**src/rtl/mysystem_sysid_pkg.sv**
```systemverilog
// Shared register map constants for the system-ID peripheral.
package mysystem_sysid_pkg;

    // Word offsets of the register map
    localparam logic [31:0] REG_ID        = 32'd0;
    localparam logic [31:0] REG_TS        = 32'd1;
    localparam logic [31:0] REG_INFO      = 32'd2;
    localparam logic [31:0] REG_SCRATCH   = 32'd3;
    localparam logic [31:0] REG_UPTIME_LO = 32'd4;
    localparam logic [31:0] REG_UPTIME_HI = 32'd5;
    localparam logic [31:0] REG_CTRL      = 32'd6;

    // CTRL bit positions
    localparam int CTRL_CLEAR_BIT  = 0;
    localparam int CTRL_FREEZE_BIT = 1;

    // INFO field positions: {VERSION, ADDR_W, 8'h00}
    localparam int INFO_VERSION_LSB = 16;
    localparam int INFO_ADDRW_LSB   = 8;

    // Byte-lane merge used for SCRATCH writes
    function automatic logic [31:0] byte_merge(input logic [31:0] old_val,
                                               input logic [31:0] new_val,
                                               input logic [3:0]  be);
        logic [31:0] res;
        res = old_val;
        for (int b = 0; b < 4; b++) begin
            if (be[b]) res[b*8 +: 8] = new_val[b*8 +: 8];
        end
        return res;
    endfunction

endpackage

```
**src/rtl/mysystem_sysid_uptime.sv**
```systemverilog
// Free-running 64-bit uptime counter advanced once every TICK_DIV clocks.
module mysystem_sysid_uptime
    import mysystem_sysid_pkg::*;
#(
    parameter int TICK_DIV = 50
) (
    input  logic        clock,
    input  logic        reset,
    input  logic        clear,
    input  logic        freeze,
    output logic [63:0] count
);

    // A divide-by-1 still needs a 1-bit prescaler to keep widths legal
    localparam int            PW   = (TICK_DIV > 1) ? $clog2(TICK_DIV) : 1;
    localparam logic [PW-1:0] LAST = PW'(TICK_DIV - 1);

    logic [PW-1:0] r_presc;
    logic [63:0]   r_count;

    assign count = r_count;

    // Prescaler and counter; clear wins over a coincident tick, freeze holds both
    always_ff @(posedge clock) begin
        if (reset || clear) begin
            r_presc <= '0;
            r_count <= '0;
        end else if (!freeze) begin
            if (r_presc == LAST) begin
                r_presc <= '0;
                r_count <= r_count + 64'd1;
            end else begin
                r_presc <= r_presc + PW'(1);
            end
        end
    end

endmodule

```
**src/rtl/mysystem_sysid_ext.sv**
```systemverilog
// System-ID peripheral: ID/timestamp/info, scratch, uptime with coherent hi/lo, control.
module mysystem_sysid_ext
    import mysystem_sysid_pkg::*;
#(
    parameter logic [31:0] SYSTEM_ID     = 32'h8765_4321,
    parameter logic [31:0] TIMESTAMP     = 32'd1766976583,
    parameter logic [15:0] VERSION       = 16'h0002,
    parameter int          ADDR_W        = 3,
    parameter int          TICK_DIV      = 50,
    parameter logic [31:0] SCRATCH_RESET = 32'h0
) (
    input  logic              clock,
    input  logic              reset,
    input  logic [ADDR_W-1:0] address,
    input  logic              read,
    input  logic              write,
    input  logic [31:0]       writedata,
    input  logic [3:0]        byteenable,
    output logic [31:0]       readdata,
    output logic              readdatavalid
);

    localparam logic [31:0] INFO_VAL = (32'(VERSION) << INFO_VERSION_LSB)
                                     | (32'(8'(ADDR_W)) << INFO_ADDRW_LSB);

    logic [31:0] w_addr;
    logic        w_wr_scratch;
    logic        w_wr_ctrl;
    logic        w_clear;
    logic [63:0] w_count;
    logic [31:0] w_rdata;

    logic [31:0] r_scratch;
    logic        r_freeze;
    logic [31:0] r_hi_shadow;
    logic [31:0] r_readdata;
    logic        r_rdvalid;

    assign w_addr       = 32'(address);
    assign w_wr_scratch = write && (w_addr == REG_SCRATCH);
    assign w_wr_ctrl    = write && (w_addr == REG_CTRL);
    assign w_clear      = w_wr_ctrl && writedata[CTRL_CLEAR_BIT];

    assign readdata      = r_readdata;
    assign readdatavalid = r_rdvalid;

    mysystem_sysid_uptime #(
        .TICK_DIV (TICK_DIV)
    ) u_uptime (
        .clock  (clock),
        .reset  (reset),
        .clear  (w_clear),
        .freeze (r_freeze),
        .count  (w_count)
    );

    // Read mux on pre-write state, so a same-cycle read/write returns the old value
    always_comb begin
        w_rdata = '0;
        case (w_addr)
            REG_ID:        w_rdata = SYSTEM_ID;
            REG_TS:        w_rdata = TIMESTAMP;
            REG_INFO:      w_rdata = INFO_VAL;
            REG_SCRATCH:   w_rdata = r_scratch;
            REG_UPTIME_LO: w_rdata = w_count[31:0];
            REG_UPTIME_HI: w_rdata = r_hi_shadow;
            REG_CTRL:      w_rdata[CTRL_FREEZE_BIT] = r_freeze;
            default:       w_rdata = '0;
        endcase
    end

    // Software-writable state: SCRATCH with byte lanes, FREEZE bit
    always_ff @(posedge clock) begin
        if (reset) begin
            r_scratch <= SCRATCH_RESET;
            r_freeze  <= 1'b0;
        end else begin
            if (w_wr_scratch) r_scratch <= byte_merge(r_scratch, writedata, byteenable);
            if (w_wr_ctrl)    r_freeze  <= writedata[CTRL_FREEZE_BIT];
        end
    end

    // Upper half is latched on every LO read so a LO-then-HI pair is coherent
    always_ff @(posedge clock) begin
        if (reset) begin
            r_hi_shadow <= '0;
        end else if (read && (w_addr == REG_UPTIME_LO)) begin
            r_hi_shadow <= w_count[63:32];
        end
    end

    // Fixed one-cycle read pipeline; data holds until the next read
    always_ff @(posedge clock) begin
        if (reset) begin
            r_readdata <= '0;
            r_rdvalid  <= 1'b0;
        end else begin
            r_rdvalid <= read;
            if (read) r_readdata <= w_rdata;
        end
    end

endmodule

```
**config.mk**
```make
export PLATFORM = sky130hd
export DESIGN_NAME = mysystem_sysid_ext
export DESIGN_NICKNAME = d
export VERILOG_FILES = /design/src/rtl/mysystem_sysid_pkg.sv /design/src/rtl/mysystem_sysid_uptime.sv /design/src/rtl/mysystem_sysid_ext.sv
export SDC_FILE = /design/constraint.sdc
export NUM_CORES = 1
export LEC_CHECK = 0
export CAP_MARGIN = 25
export CORE_ASPECT_RATIO = 0.9
export CORE_UTILIZATION = 57
export CTS_CLUSTER_DIAMETER = 80
export DETAILED_ROUTE_END_ITERATION = 10
export PLACE_DENSITY = 0.8
export SYNTH_ARGS = -nofsm -noshare
export SYNTH_HDL_FRONTEND = slang
export SYNTH_HIERARCHICAL = 1
export SYNTH_SLANG_ARGS = --single-unit
```
**constraint.sdc**
```tcl
create_clock -name clock -period 3.52 [get_ports clock]
set_clock_uncertainty 0.15 [all_clocks]
set_input_delay 0.704 -clock clock [delete_from_list [all_inputs] [get_ports clock]]
set_output_delay 0.704 -clock clock [all_outputs]
set_load 0.05 [all_outputs]
```
# --- Word level (Yosys, flattened, before mapping) ---
# Index checks and enable logic that the tools add are counted.
word_totals:
  word_cells: 36
  output_inout_bits: 33
  regBits: 168
classes:
  mux: 4
  addsub: 2
  n_reduce_logical: 12
  bitwise: 1
  n_eq_ne: 7
ops:
  columns: ["op", "count"]
  rows:
  - ["30-bit case mux with 6 select lines", 1]
  - ["64-bit by 1-bit adder with 64-bit output (second input constant)", 1]
  - ["32-bit logical NOT", 1]
  - ["2-bit AND reduction", 5]
  - ["3-bit == test (second input constant)", 3]
  - ["6-bit by 1-bit adder with 6-bit output (second input constant)", 1]
  - ["3-bit by 2-bit == test with 1-bit output (second input constant)", 2]
  - ["6-bit == test (second input constant)", 1]
  - ["6-bit two-way mux", 1]
  - ["1-bit case mux with 5 select lines", 1]
  - ["1-bit logical AND", 4]
  - ["1-bit case mux with 4 select lines", 1]
  - ["3-bit by 1-bit == test with 1-bit output (second input constant)", 1]
  - ["2-bit OR reduction", 1]
  - ["1-bit logical OR", 1]
  - ["1-bit inverter", 1]

# --- Depth between registers and ports, before layout ---
logic_depth:
  word_depth: 4
  mapped_depth: 10
  mapped_depth_nobuf: 7

# --- Cells and area by module ---
# Netlist, hierarchy kept.
by_module_without_submodules:
  columns: ["mod", "area_per_inst_um2", "cells_each", "n_inst", "seq_area_each_um2"]
  rows:
  - ["mysystem_sysid_ext", 4516.8, 528, 1, 1961.9]
  - ["mysystem_sysid_uptime", 3275.6, 394, 1, 1401.3]

# --- Worst setup path after synthesis ---
# Ideal clock, no wire load.
synth_path:
  kind: "input to register"
  startpoint: "input port address[0]"
  endpoint: "register u_uptime.r_count[10] (netlist: u_uptime/count[10])"
  setup_time_ns: 0.128
  cell_stages: 10
  path_buffers: 6
  arrival_ns: 2.621
  path_slack_ns: 0.622
  path_cell_list: "buf_4 > buf_6 > buf_4 > nand4b_1 > nor2_1 > or2_2 > clkbuf_1 > clkbuf_1 > clkbuf_1 > nor2_1"
synth_between:
  elab_chain_len: 4
synth_lines:
  columns: ["item", "line", "text"]
  rows:
  - ["start, declared", "mysystem_sysid_ext.sv:14", "input logic [ADDR_W-1:0] address,"]
  - ["3-bit == test", "mysystem_sysid_ext.sv:41", "assign w_wr_ctrl = write && (w_addr == REG_CTRL);"]
  - ["1-bit logical AND", "mysystem_sysid_ext.sv:41", null]
  - ["1-bit logical AND", "mysystem_sysid_ext.sv:42", "assign w_clear = w_wr_ctrl && writedata[CTRL_CLEAR_BIT];"]
  - ["net w_clear", "mysystem_sysid_ext.sv:29", "logic w_clear;"]
  - ["1-bit logical OR", "mysystem_sysid_uptime.sv:25", "if (reset || clear) begin"]
  - ["end signal, assigned", "mysystem_sysid_uptime.sv:31", "r_count <= r_count + 64'd1;"]
  - ["end, declared", "mysystem_sysid_uptime.sv:19", "logic [63:0] r_count;"]
# The timed path passes the listed nets, and every way through them passes these cells.
# A chain may end at the register's enable or synchronous reset.

# --- Final worst setup path ---
layout_path:
  startpoint: "register r_freeze"
  endpoint: "register u_uptime.r_count[60] (netlist: u_uptime/count[60])"
layout_between:
  elab_chain_len: 2
layout_lines:
  columns: ["item", "line", "text"]
  rows:
  - ["start, declared", "mysystem_sysid_ext.sv:34", "logic r_freeze;"]
  - ["start signal, assigned", "mysystem_sysid_ext.sv:79", "if (w_wr_ctrl) r_freeze <= writedata[CTRL_FREEZE_BIT];"]
  - ["1-bit inverter (no source line)", null, null]
  - ["2-bit AND reduction (no source line)", null, null]
# Every way passes these cells.

==> results.md <==
- Max Slew Vio Count: 0
- Synthesis-to-layout area growth: 17.4%
- Switch Pwr: 966 uW
- CTS tree: done
- H-Tree Depth: 4
- Synth top area share: 0.432
- Crit path from: r_freeze$_SDFFE_PP0P_
- Pwr dens: about 450 nW/um2
- Seq/Total Area, Yosys: 0.432
- Die area: 14100 um2
- Sequential share of power: 0.466
- TritonCTS Buffers: 17
- Mapped cell area: 7790 um2
- Post-DR wirelength/cell: between 15 and 20 um
- Crit path to: u_uptime/count[60]$_SDFFE_PP0P_
- Detailed Routing Iterations Pass 1: 8
- Std-Cell Rows: 40
- Syn avg cell area: between 8 and 9 um2
- Post-DP Area: about 8500 um2
- CTS Sinks: ~170
- Switching share of power: 0.233
- Critical Path Slowest Stage Cell: or4b_1
- Synth async-reset ratio: 0
- Syn nets: about 970
- Critical Path AT: slightly above 3 ns
- Setup TNS Final: 0 ns
- Synth cell types: 58
- Final RePlAce weighted congestion: roughly 0.87
- Leakage power: between 0.003 and 0.004 uW
- Critical path peak fanout: 16
- Pwr Total: between 4000 and 5000 uW
- Vias: around 7000
- Clock Path Buffers: 2
- Ys flop type: dfxtp_1
- Post-Syn Instances: 922
- DRC viols: 4
- Worst slew pin tran: 0.769 ns
- Critical path cell sequence: or4b_1 > nor4_4 > nand4_2 > or3_1 > a21oi_1
- Core Area: approximately 13000 um2
- Ranking of synthesized cells by area: dfxtp_1, a21oi_1, nand2_1
- Tot GR Track Use: 0.305
- Post-CTS setup buffers: 0
- Largest area contributor in the netlist: dfxtp_1
- EDFF count, synth: 0
- Worst slew margin relative to its limit: 0.487
- First-pass GRT wire length: 34000 um
- Root Buffer: clkbuf_16
- Non-Filler Instances: about 1100
- Cell internal pwr: approximately 3200 uW
- Hold buffers post-CTS: 0
- Post-cts repair resize count: 0
- Clk slew on worst S/H paths: approximately 0.06 ns
- # port buffers: 75
- R2R cell count: 5
- Maximum clock frequency: around 350 MHz
- RSZ-0062 raised after global routing: false
- Initial antenna violation count: 0
- Io pins: 76
- Final worst setup slack: about 0.66 ns
- Synth Register Bits: around 170
- Logic pwr share: 0.071
- Worst EP required: between 3 and 4 ns
- Critical Path Sink Type: flop
- Place WS: 0.648 ns
- Die width: approximately 130 um
- Design Area, Final: ~9100 um2
- Crit Path Category: reg -> reg
- Share of cells above drive strength 1: 0.0890
- Highest cell delay on the worst timing path: between 0.7 and 0.8 ns
- Post-route ant nets: 0
- Failing checks: design-rule violations
- Clock power share: 0.462
- Startpoint Class: flop
- Clock latency at the later pin of the worst-skew pair: 0.43 ns
- Layout Nets: roughly 1000
- Initial core utilization: 0.583
- Outcome: finished, violations left
- Largest net degree at the start of global routing: 66
- Drt total wl: approximately 20000 um
- Antenna cell count: 0
- Vias in the first global route: 6570
- Max VDD drop: approximately 0.43 mV
- HP Class: reg -> reg
- Post-Place Cells: roughly 1100
- Final Hold Vio Count: 0
- Post-DP HPWL: between 10000 and 15000 um
- Yosys warnings: 6
- Die Ht: ~110 um
- Crit share post-route: 0.812
- Setup-failing EPs final: 0
- Worst R2R Start: r_freeze$_SDFFE_PP0P_
- Grt ovf: 0
- Worst R2R Setup Slack: 0.66 ns
- Final min period: between 2 and 3 ns
- Filler Cells Inserted: approximately 1100
- Worst r2r dst: u_uptime/count[60]$_SDFFE_PP0P_
- 1st-iter DRT viols: ~670
- Routed vias/inst: a little over 6
- Max Cap Violations: 0
-- flip-flops by register name, indices dropped and copies added (netlist names) --
| register | flops |
|---|---|
| r_freeze | 1 |
| readdata | 32 |
| r_hi_shadow | 32 |
| r_scratch | 32 |
| readdatavalid | 1 |
| u_uptime/count | 64 |
| u_uptime/r_presc | 6 |
-- through the flow --
| stage | util | hold slack, ns |
|---|---|---|
| after floorplan | - | 0.281 |
| after global placement | 0.639 | 0.292 |
| after detailed placement | 0.639 | 0.300 |
| after CTS | 0.684 | 0.310 |
| after global routing | 0.684 | 0.328 |
| final | 0.684 | 0.308 |
-- placed cells by master (no fill, tap or decap), types with 5 or more instances in the layout --
| master | n |
|---|---|
| nand3_1 | 68 |
| o221a_2 | 5 |
| xor2_1 | 25 |
| clkdlybuf4s50_1 | 73 |
| nor4_1 | 9 |
| a211o_1 | 6 |
| nor2b_1 | 14 |
| o21ai_0 | 52 |
| o211ai_1 | 7 |
| nand2b_1 | 21 |
| dfxtp_1 | 168 |
| a21boi_0 | 5 |
| clkbuf_16 | 17 |
| a22o_1 | 7 |
| inv_1 | 13 |
| or2_2 | 5 |
| and3_1 | 6 |
| buf_4 | 18 |
| nand2_1 | 113 |
| or4_1 | 10 |
| a221o_1 | 10 |
| o2bb2ai_1 | 7 |
| xnor2_1 | 8 |
| nor3_1 | 8 |
| nand4_1 | 25 |
| nor3b_2 | 8 |
| nor2_1 | 57 |
| a21oi_2 | 7 |
| mux2i_1 | 17 |
| or3_1 | 25 |
| a21oi_1 | 101 |
-- worst min path at each step --
| stage | start | to | cells past startpoint |
|---|---|---|---|
| 2_1_floorplan | u_uptime/count[34]$_SDFFE_PP0P_ | r_hi_shadow[2]$_SDFFE_PP0P_ | 2 |
| 3_3_place_gp | r_hi_shadow[12]$_SDFFE_PP0P_ | r_hi_shadow[12]$_SDFFE_PP0P_ | 2 |
| 3_5_place_dp | r_hi_shadow[4]$_SDFFE_PP0P_ | r_hi_shadow[4]$_SDFFE_PP0P_ | 2 |
| 4_1_cts | r_hi_shadow[26]$_SDFFE_PP0P_ | r_hi_shadow[26]$_SDFFE_PP0P_ | 2 |
| 5_1_grt | r_hi_shadow[1]$_SDFFE_PP0P_ | r_hi_shadow[1]$_SDFFE_PP0P_ | 2 |
| 6_report | r_hi_shadow[26]$_SDFFE_PP0P_ | r_hi_shadow[26]$_SDFFE_PP0P_ | 2 |
-- cell type report --
type | count | area, um2 | share of cell area
clock inverters | 12 | 150 | 0.0164
clock buffers | 19 | 453 | 0.0495
multi-input cells | 672 | 4020 | 0.440
flip-flops and latches | 168 | 3360 | 0.368
inverters | 13 | 48.8 | 0.00534
well taps | 168 | 210 | 0.0230
repair buffers | 94 | 896 | 0.0980
-- kinds of logic after synthesis --
kind of cell | count (synthesis) | synth area share
AOI/OAI and AO/OA | 226 | 0.182
xor gates and xnor gates | 33 | 0.0371
adders and majority gates | 3 | 0.00482
buffers and inverters | 82 | 0.0546
DFF | 168 | 0.432
muxes | 17 | 0.0218
and+or+nand+nor | 393 | 0.268
-- layer usage --
metal  share of wire  global-route usage  vias to the layer above
met1            0.45               0.400                     3345
met4           0.018               0.108                        0
met2            0.47               0.502                      215
met3           0.057              0.0596                       27
met5               0                   0                        -
li1                -                   -                     3387
-- cell usage after synthesis (all sizes together), types with 7 or more instances --
library cell	number
a21oi	108
a221o	10
a22o	7
buf	41
clkbuf	28
dfxtp	168
inv	13
mux2i	17
nand2	113
nand2b	21
nand3	68
nand4	27
nor2	57
nor2b	14
nor3	8
nor3b	10
nor4	12
o211ai	7
o21ai	53
o2bb2ai	7
or3	25
or4	10
xnor2	8
xor2	25
-- critical path: cells and delay by family (launching register included) --
kind	cells	cell delay, ns
and+or+nand+nor	4	2.09
AOI/OAI and AO/OA	1	0.15
DFF	1	0.38
-- power by group through the flow --
stage               Clock, uW  Combinational, uW  Sequential [uW]
floorplan                   0                148             2010
global placement            0                289             1980
detailed placement          0                292             1980
CTS                      1930                294             1930
global route             2030                316             1930
finish                   1920                296             1930
Note: power is estimated with default switching activity, not from simulation.
==> RTL edit: new RTL, config.mk and constraints unchanged <==
Add an input register stage for `address`, `read`, `write`, `writedata` and `byteenable`; this delays them by one clock. Comments in the files are not updated.
--- a/src/rtl/mysystem_sysid_ext.sv
+++ b/src/rtl/mysystem_sysid_ext.sv
@@ -23,6 +23,20 @@
     localparam logic [31:0] INFO_VAL = (32'(VERSION) << INFO_VERSION_LSB)
                                      | (32'(8'(ADDR_W)) << INFO_ADDRW_LSB);
 
+    logic [ADDR_W-1:0] address_q;
+    logic read_q;
+    logic write_q;
+    logic [31:0] writedata_q;
+    logic [3:0] byteenable_q;
+
+    always_ff @(posedge clock) begin
+        address_q    <= address;
+        read_q       <= read;
+        write_q      <= write;
+        writedata_q  <= writedata;
+        byteenable_q <= byteenable;
+    end
+
     logic [31:0] w_addr;
     logic        w_wr_scratch;
     logic        w_wr_ctrl;
@@ -36,10 +50,10 @@
     logic [31:0] r_readdata;
     logic        r_rdvalid;
 
-    assign w_addr       = 32'(address);
-    assign w_wr_scratch = write && (w_addr == REG_SCRATCH);
-    assign w_wr_ctrl    = write && (w_addr == REG_CTRL);
-    assign w_clear      = w_wr_ctrl && writedata[CTRL_CLEAR_BIT];
+    assign w_addr       = 32'(address_q);
+    assign w_wr_scratch = write_q && (w_addr == REG_SCRATCH);
+    assign w_wr_ctrl    = write_q && (w_addr == REG_CTRL);
+    assign w_clear      = w_wr_ctrl && writedata_q[CTRL_CLEAR_BIT];
 
     assign readdata      = r_readdata;
     assign readdatavalid = r_rdvalid;
@@ -75,8 +89,8 @@
             r_scratch <= SCRATCH_RESET;
             r_freeze  <= 1'b0;
         end else begin
-            if (w_wr_scratch) r_scratch <= byte_merge(r_scratch, writedata, byteenable);
-            if (w_wr_ctrl)    r_freeze  <= writedata[CTRL_FREEZE_BIT];
+            if (w_wr_scratch) r_scratch <= byte_merge(r_scratch, writedata_q, byteenable_q);
+            if (w_wr_ctrl)    r_freeze  <= writedata_q[CTRL_FREEZE_BIT];
         end
     end
 
@@ -84,7 +98,7 @@
     always_ff @(posedge clock) begin
         if (reset) begin
             r_hi_shadow <= '0;
-        end else if (read && (w_addr == REG_UPTIME_LO)) begin
+        end else if (read_q && (w_addr == REG_UPTIME_LO)) begin
             r_hi_shadow <= w_count[63:32];
         end
     end
@@ -95,8 +109,8 @@
             r_readdata <= '0;
             r_rdvalid  <= 1'b0;
         end else begin
-            r_rdvalid <= read;
-            if (read) r_readdata <= w_rdata;
+            r_rdvalid <= read_q;
+            if (read_q) r_readdata <= w_rdata;
         end
     end
 
Function: changed (a bounded check fails within 4 cycles, from zero or initial values and one cycle with reset high).
==> RTL edit against the original RTL <==
Total power up 24%; routed wire length up 8.8%; maximum frequency down 1.3%; worst setup slack worse by 0.039 ns; sequential power up 26%; sequential cell count up 41; synthesized area up 8.0%; final area up 8.8%; largest cell class is now sequential cells; highest routed layer unchanged.
==> RTL edit: results (changes against the original RTL) <==
Run status
- **run status** complete, no violations

Power and ir drop
- **Clk power** 2.43 mW, +27%
- **leakage power of the design** 3.420 nW, +11%
- **P_comb** 0.281 mW, -5%
- **switching power share of the total** 22.01%, -1.3 points

Final layout
- **non-clock buffering overhead in the final layout** 8.700%, -1.1 points
- **count of non-CTS inverters in the layout** 10, -3
- **nets@finish** 1066, +5.3%
- **share of post-route cells with drive strength above 1** 7.343%, -1.6 points
- **Storage cell area** 4184 um^2, +24%
- **Util after Layout** 70.04%, +1.6 points
- **non-clock buffer count in the final layout** 91, -3.2%
- **multi-input combinational gate total** 686, +2.1%

Placed design
- **pre-CTS setup slack** 0.7217 ns, +0.07360 ns
- **final HPWL from detailed placement** 15.56 mm, +12%
- **last weighted congestion value of the routability-driven placer** 0.9514, +9.0%
- **cell count after placement** 1189, +6.6%

Clocking
- **CTS Buffer Depth** 3, +1
- **TritonCTS sink count** 209, +24%

Floorplan
- **count of inserted tapcells** 193, +15%

Routing
- **total wire length after detailed routing** 22.28 mm, +8.8%
- **detailed-router iteration count before antenna repair** 6, -2
- **iteration-0 DRC count of the detailed router** 830, +24%
- **Met3 Routed Length** 1.709 mm, +46%
- **met2 wire length** 10.11 mm, +4.1%
- **average routed wire per standard cell** 18.14 um, +1.6%

Logic synthesis
- **net count after synthesis** 1014, +4.8%
- **distinct cell type count after synthesis** 55, -5.2%
- **biggest area contributors in the synthesized netlist** sky130_fd_sc_hd__dfxtp_1 (50%), sky130_fd_sc_hd__nand2_1 (7.5%), sky130_fd_sc_hd__a21oi_1 (6.1%)

GRT
- **pin count of the biggest net entering global routing** 50, -24%
- **met1 layer usage reported by global route** 40.26%, +0.23 points
- **routing usage on met3** 4.955%, -1.0 points
- **number of global-route vias before repair** 6643, +1.1%

Timing
- **slew at the pin with the worst max-slew slack** 0.9142 ns, +0.1448 ns

Critical path
- **signal arrival time at the worst endpoint** 3.18 ns, +0.12 ns

## RTL edit: cells by family (layout without fill, tap and decap cells)
family                     Yosys count  in the layout  synth area share [%]
AOI/OAI and AO/OA                  216            216                 15.62
xor gates and xnor gates            33             33                 3.435
adders and majority gates            3              3                0.4462
buffers and inverters               73            140                 4.521
DFF                                209            209                 49.73
muxes                               13             13                 1.547
and+or+nand+nor                    421            421                 24.70
## RTL edit: path summary, 6_finish.rpt
| kind | slack, ns | to | startpoint | cells after the start |
|---|---|---|---|---|
| setup / recovery | 0.62 | u_uptime/count[56] | r_freeze | 6 |
| hold / removal | 0.30 | r_scratch[25] | writedata_q[25] | 2 |
| setup reg to reg | 0.62 | u_uptime/count[56] | r_freeze | 6 |
| hold reg to reg | 0.30 | r_scratch[25] | writedata_q[25] | 2 |
## RTL edit: worst register-to-register path, delay by kind of cell (launching register included)
family                 cells  cell delay (ns)
AND/OR/NAND/NOR            4             1.88
flip-flops                 1             0.39
buffers and inverters      1             0.26
AO/OA/AOI/OAI              1             0.14
